===== config.mk =====
export PLATFORM = sky130hd
export DESIGN_NAME = atable_lookup_ram
export DESIGN_NICKNAME = d
export VERILOG_FILES = /design/src/rtl/atable_lookup_ram.sv
export SDC_FILE = /design/constraint.sdc
export NUM_CORES = 1
export LEC_CHECK = 0
export BUFFER_PORTS_ARGS = -buffer_cell sky130_fd_sc_hd__buf_2
export CORE_AREA = 4 4 211 213
export CTS_CLUSTER_DIAMETER = 150
export DETAILED_ROUTE_END_ITERATION = 16
export DIE_AREA = 0 0 215 217
export PLACE_DENSITY = 0.65
export SYNTH_ARGS = -nofsm -noshare
export SYNTH_HDL_FRONTEND = slang
export SYNTH_SLANG_ARGS = --single-unit

===== constraint.sdc =====
create_clock -name clk -period 4.4 [get_ports clk]
set_input_delay 0.22 -clock clk [delete_from_list [all_inputs] [get_ports clk]]
set_output_delay 0.22 -clock clk [all_outputs]
set_load 0.01 [all_outputs]

===== src/rtl/atable_lookup_ram.sv =====
// NES attribute-table store: NTABLES x 64-byte RAM with a self-clearing fill
// sequencer and a two-stage tile-to-palette lookup pipeline.
module atable_lookup_ram #(
  parameter int          NTABLES  = 1,
  parameter logic [7:0]  INIT_VAL = 8'h00,
  localparam int         NTW      = (NTABLES > 1) ? $clog2(NTABLES) : 1
) (
  input  logic           clk,
  input  logic           rst,
  input  logic           clr,
  input  logic           wr_en,
  input  logic [NTW+5:0] wr_addr,
  input  logic [7:0]     wr_data,
  input  logic           rd_req,
  input  logic [NTW-1:0] rd_nt,
  input  logic [4:0]     rd_col,
  input  logic [4:0]     rd_row,
  output logic           rd_valid,
  output logic [1:0]     rd_pal,
  output logic [7:0]     rd_byte,
  output logic           busy
);

  localparam int DEPTH = NTABLES * 64;
  localparam int AW    = $clog2(DEPTH);

  typedef enum logic {IDLE, CLEAR} state_t;

  state_t          state, state_d;
  logic [AW-1:0]   cnt, cnt_d;
  logic [7:0]      mem [DEPTH];

  logic            mem_we;
  logic [AW-1:0]   mem_waddr;
  logic [7:0]      mem_wdata;
  logic [NTW+5:0]  rd_addr_full;
  logic [AW-1:0]   rd_addr;
  logic            rd_ok;

  logic            s1_valid;
  logic [1:0]      s1_quad;
  logic [7:0]      s1_byte;
  logic [1:0]      pal_sel;

  // With a single table the table-select bits carry no information.
  logic unused_tbl_bits;
  generate
    if (NTABLES == 1) begin : g_one_table
      assign unused_tbl_bits = wr_addr[NTW+5] ^ rd_nt[0];
    end else begin : g_multi_table
      assign unused_tbl_bits = 1'b0;
    end
  endgenerate

  // NOTE: state is registered with non-blocking assignments only; the
  // next-state logic below computes values with blocking assignments.
  always_ff @(posedge clk) begin
    if (rst) begin
      state <= CLEAR;
      cnt   <= '0;
    end else begin
      state <= state_d;
      cnt   <= cnt_d;
    end
  end

  // NOTE: defaults first, so every path assigns every output and no latch forms.
  always_comb begin
    state_d = state;
    cnt_d   = cnt;
    unique case (state)
      CLEAR: begin
        cnt_d = cnt + AW'(1);
        if (cnt == AW'(DEPTH - 1)) state_d = IDLE;
      end
      IDLE: begin
        if (clr) begin
          state_d = CLEAR;
          cnt_d   = '0;
        end
      end
      default: state_d = CLEAR;
    endcase
  end

  assign busy = (state == CLEAR);

  // The clear sequencer owns the single write port while it runs.
  assign mem_we    = busy | wr_en;
  assign mem_waddr = busy ? cnt : wr_addr[AW-1:0];
  assign mem_wdata = busy ? INIT_VAL : wr_data;

  assign rd_addr_full = {rd_nt, rd_row[4:2], rd_col[4:2]};
  assign rd_addr      = rd_addr_full[AW-1:0];
  assign rd_ok        = rd_req & ~busy;

  // NOTE: the RAM array and its read register are deliberately not reset so
  // they map onto block RAM; the valid pipeline decides what is meaningful.
  // Same-address read and write in one cycle returns the old byte.
  always_ff @(posedge clk) begin
    if (mem_we) mem[mem_waddr] <= mem_wdata;
    if (rd_ok)  s1_byte <= mem[rd_addr];
  end

  assign pal_sel = s1_byte[{s1_quad, 1'b0} +: 2];

  always_ff @(posedge clk) begin
    if (rst) begin
      s1_valid <= 1'b0;
      s1_quad  <= '0;
      rd_valid <= 1'b0;
      rd_pal   <= '0;
      rd_byte  <= '0;
    end else begin
      s1_valid <= rd_ok;
      if (rd_ok) s1_quad <= {rd_row[1], rd_col[1]};
      rd_valid <= s1_valid;
      if (s1_valid) begin
        rd_pal  <= pal_sel;
        rd_byte <= s1_byte;
      end
    end
  end

endmodule

==> results.txt <==
The proportion of total power due to net switching is 20.6%. The tree is rooted in a sky130_fd_sc_hd__clkbuf_16. Buffers inserted during clock tree synthesis total 51. The I/O pin count came out at 43.

Clock latency on the worst-skew pair, taken at its later pin, is 600 ps. The synthesized netlist devotes 3.43% of its cell area to simple gates. The setup violation total in the final timing report came out at 0. The global-route wire length before repair came out at 67.6 mm. The main combinational cell family by area after synthesis is multiplexers. The library cell occupying the most area in the post-synthesis netlist is sky130_fd_sc_hd__edfxtp_1.

The delay of the slowest cell on the worst path came out at 920 ps. Of the total power, combinational logic draws 4.1%. The peak ir drop on the vdd network came out at 264 uV. The yosys synthesis warning count is 0.

The maximum clock rate came out at 0.320 GHz. The global routing usage summed across all routing layers came out at 19.6%. Of the post-synthesis cell area, the dominant cell type holds 73.6%. Of the total synthesized cell area, the portion taken by XOR and XNOR cells is 0%. Among all cell types in the netlist, the one instantiated most often is sky130_fd_sc_hd__edfxtp_1. The critical-path cell with the highest stage delay is sky130_fd_sc_hd__nor2_1. In the final layout, the share of cells above drive strength 1 is 23.5%. The total length of routed wires is 45.1 mm. The final core area utilization came out at 55.3%. The number of setup buffers added after CTS is 0. The number of core rows came out at 76. The part of the power in registers is 55.1%.

The run finished with clean final reports. The cell that appears most often on the critical path is sky130_fd_sc_hd__nand2_1. The synthesized instance count is 1040. The clock tree skew after final layout is 21.9 ps. The dominant delay contributor by cell family on the critical path is simple AND/OR/NAND/NOR gates. The number of global-route vias before repair came to 10.2k. The number of antenna repair diodes came out at 0.

STA puts the critical path data required time at 4620 ps. The vertical die dimension is 217 microns. The post-synthesis mux area share came out at 16.6%. The CTS tree is done. The net load switching power came out at 2.09 mW. The number of unique standard cell types used by synthesis is 42. The cell total after placement is 1592. The leakage power came out at 7.58 nW. The DRC violations left is 0. The region available for standard cell placement spans 0.0427 sq mm.

The DRC marker count from the first detailed-route iteration came out at 1110. The global placement routability congestion is 0.815. After synthesis, the cell types taking the most area are sky130_fd_sc_hd__edfxtp_1 (74%), sky130_fd_sc_hd__mux4_2 (13%), sky130_fd_sc_hd__dfxtp_1 (2.0%). The synthesized-area fraction occupied by ao, oa, aoi and oai cells is 2.66%. The initial antenna violation count is 0.

The measured slew at the worst slew-check pin came out at 1030 ps. The number of nets in the layout came out at 1134. The worst setup path is of the register to register kind. The arrival time at the worst endpoint is 3340 ps. The via count normalized by instance count came out at 5.91. The layout-stage area growth over the synthesis result came out at 11.2%.

The most used flip-flop cell after synthesis is sky130_fd_sc_hd__edfxtp_1. Together, buffers and inverters on the worst path number 1. The clock network is responsible for 40.8% of the overall power. The completed layout was analyzed and its total power is 10.2 mW. The min-delay analysis places its worst path in the category primary input to register. The time the final worst path needs with I/O delays and setup is 3120 ps. Entering global routing, the biggest net connects 65 pins. The number of violations of the max-capacitance limit is 0. The power per cell area came out at 431 mW/mm^2. Of the synthesized area, sequential elements account for 75.6%. The tightest hold path in the finished design has a slack of 78.0 ps. The arithmetic-cell share of the synthesized area counting full adders, half adders and majority gates came out at 0.0590%. The worst setup path is launched from a register. Setup repair after global routing left no endpoint under its margin. The average footprint of a synthesized cell is 20.4 sq um. The area enclosed by the die boundary is 0.0467 sq mm. The top fanout value on the critical path came out at 30. The post-synthesis instance area came out at 0.0212 sq mm. Before antenna repair, the detailed router went through 5 iterations. The half-perimeter wire length after detailed placement is 26.7 mm.

The kind of end point of the critical path is a register. The internal power came out at 8.07 mW. CTS built an H-tree with a depth of 2.

The via count is 9972. The number of port buffers came out at 38. The critical path goes through buf_4, nand2_1, o21ai_0, nand2_1, nor2_1. The number of sinks handled by clock tree synthesis is 541. The clock-pin slew on the worst setup and hold paths is 60 ps. The worst slew slack as a fraction of its limit is 31.0%. The count of final hold-check violations is 0. After the flow finishes, the layout carries non-filler instances totaling 1686.

The residual antenna-violating net count after detailed routing is 0. By count the netlist is led by sky130_fd_sc_hd__edfxtp_1 (520), sky130_fd_sc_hd__mux4_2 (126), sky130_fd_sc_hd__nor2_1 (101). The width of the chip is 215 microns. The total negative setup slack came out at 0 ps. The flip-flop and latch count after synthesis came out at 541.

In the synthesized netlist the async set-or-reset flop fraction comes to 0%. The aggregate global routing overflow is 0. The buffer levels on the longest clock path is 3.

The number of nets handed over by synthesis was 1072. Dividing the detail-routed wire length by the instance count gives 26.7 microns. The fill cell total of the finished layout came out at 3159. The worst path uses 70.9% of the clock period. The initial cell density of the core is 49.7%.

The final max-slew violation count came to 0. The synthesized design contains 520 enable-type register cells.
## power groups by stage
stage	registers, mW	logic [mW]	clock network (mW)
floorplan	5.71	0.298	0
global route	5.60	0.452	4.43
finish	5.60	0.422	4.14
global placement	5.71	0.421	0
CTS	5.60	0.426	4.21
detailed placement	5.71	0.423	0
## per-layer routing
metal / part of all wire [%] / GRT usage [%] / wire (microns)
met1: 44 / 28.6 / 19800
met4: 2.5 / 6.14 / 1140
met3: 5.5 / 3.09 / 2480
met5: 0 / 0 / 0
met2: 48 / 31.2 / 21700
## placed cells by master, fill, tap and decap left out, drive strengths merged, types with 15 or more instances in the layout
master	count
dfxtp	21
o21ai	16
a21oi	15
nor2	101
mux2i	42
clkinv	23
buf	59
edfxtp	520
nand2	28
mux4	132
clkbuf	62
nor2b	18
## cells by family (layout without fill, tap and decap cells)
logic type,count (synthesis),in the layout
AOI/OAI and AO/OA,85,85
adders and majority gates,1,1
buffers and inverters,59,159
DFF,541,541
muxes,184,184
and+or+nand+nor,170,170
## worst paths after layout
kind               from          to  slack [ps]  cells after the start
max                busy  mem[60][0]        1280                      5
min                 rst      cnt[5]          80                      2
max reg2reg        busy  mem[60][0]        1280                      5
min reg2reg  rd_byte[1]  rd_byte[1]         480                      2
## registers in the layout, indices dropped and copies added (netlist names)
signal / flops
mem: 512
rd_byte: 8
s1_byte: 8
cnt: 6
rd_pal: 2
s1_quad: 2
busy: 1
rd_valid: 1
s1_valid: 1
## metrics by stage
step | setup WS (ps) | cell area (sq um)
after floorplan | 1330 | 21200
after global placement | 1360 | 22000
after detailed placement | 1300 | 22000
after CTS | 1280 | 23600
after global routing | 1110 | 23600
final | 1280 | 23600
## area by class of cell
cell class / instances / area (sq um) / share of cell area [%]
flip-flops and latches: 541 / 16000 / 68.0
clock buffers: 62 / 1320 / 5.59
multi-input cells: 440 / 4890 / 20.7
well taps: 546 / 683 / 2.90
repair buffers: 62 / 415 / 1.76
clock inverters: 29 / 221 / 0.939
inverters: 6 / 22.5 / 0.0955
## repair_timing
item / CTS / global route
hold buffers: 3 / 0
endpoints found under the hold margin: 4 / 0
gates resized for setup: 0 / 0
(Power assumes the default switching activity.)
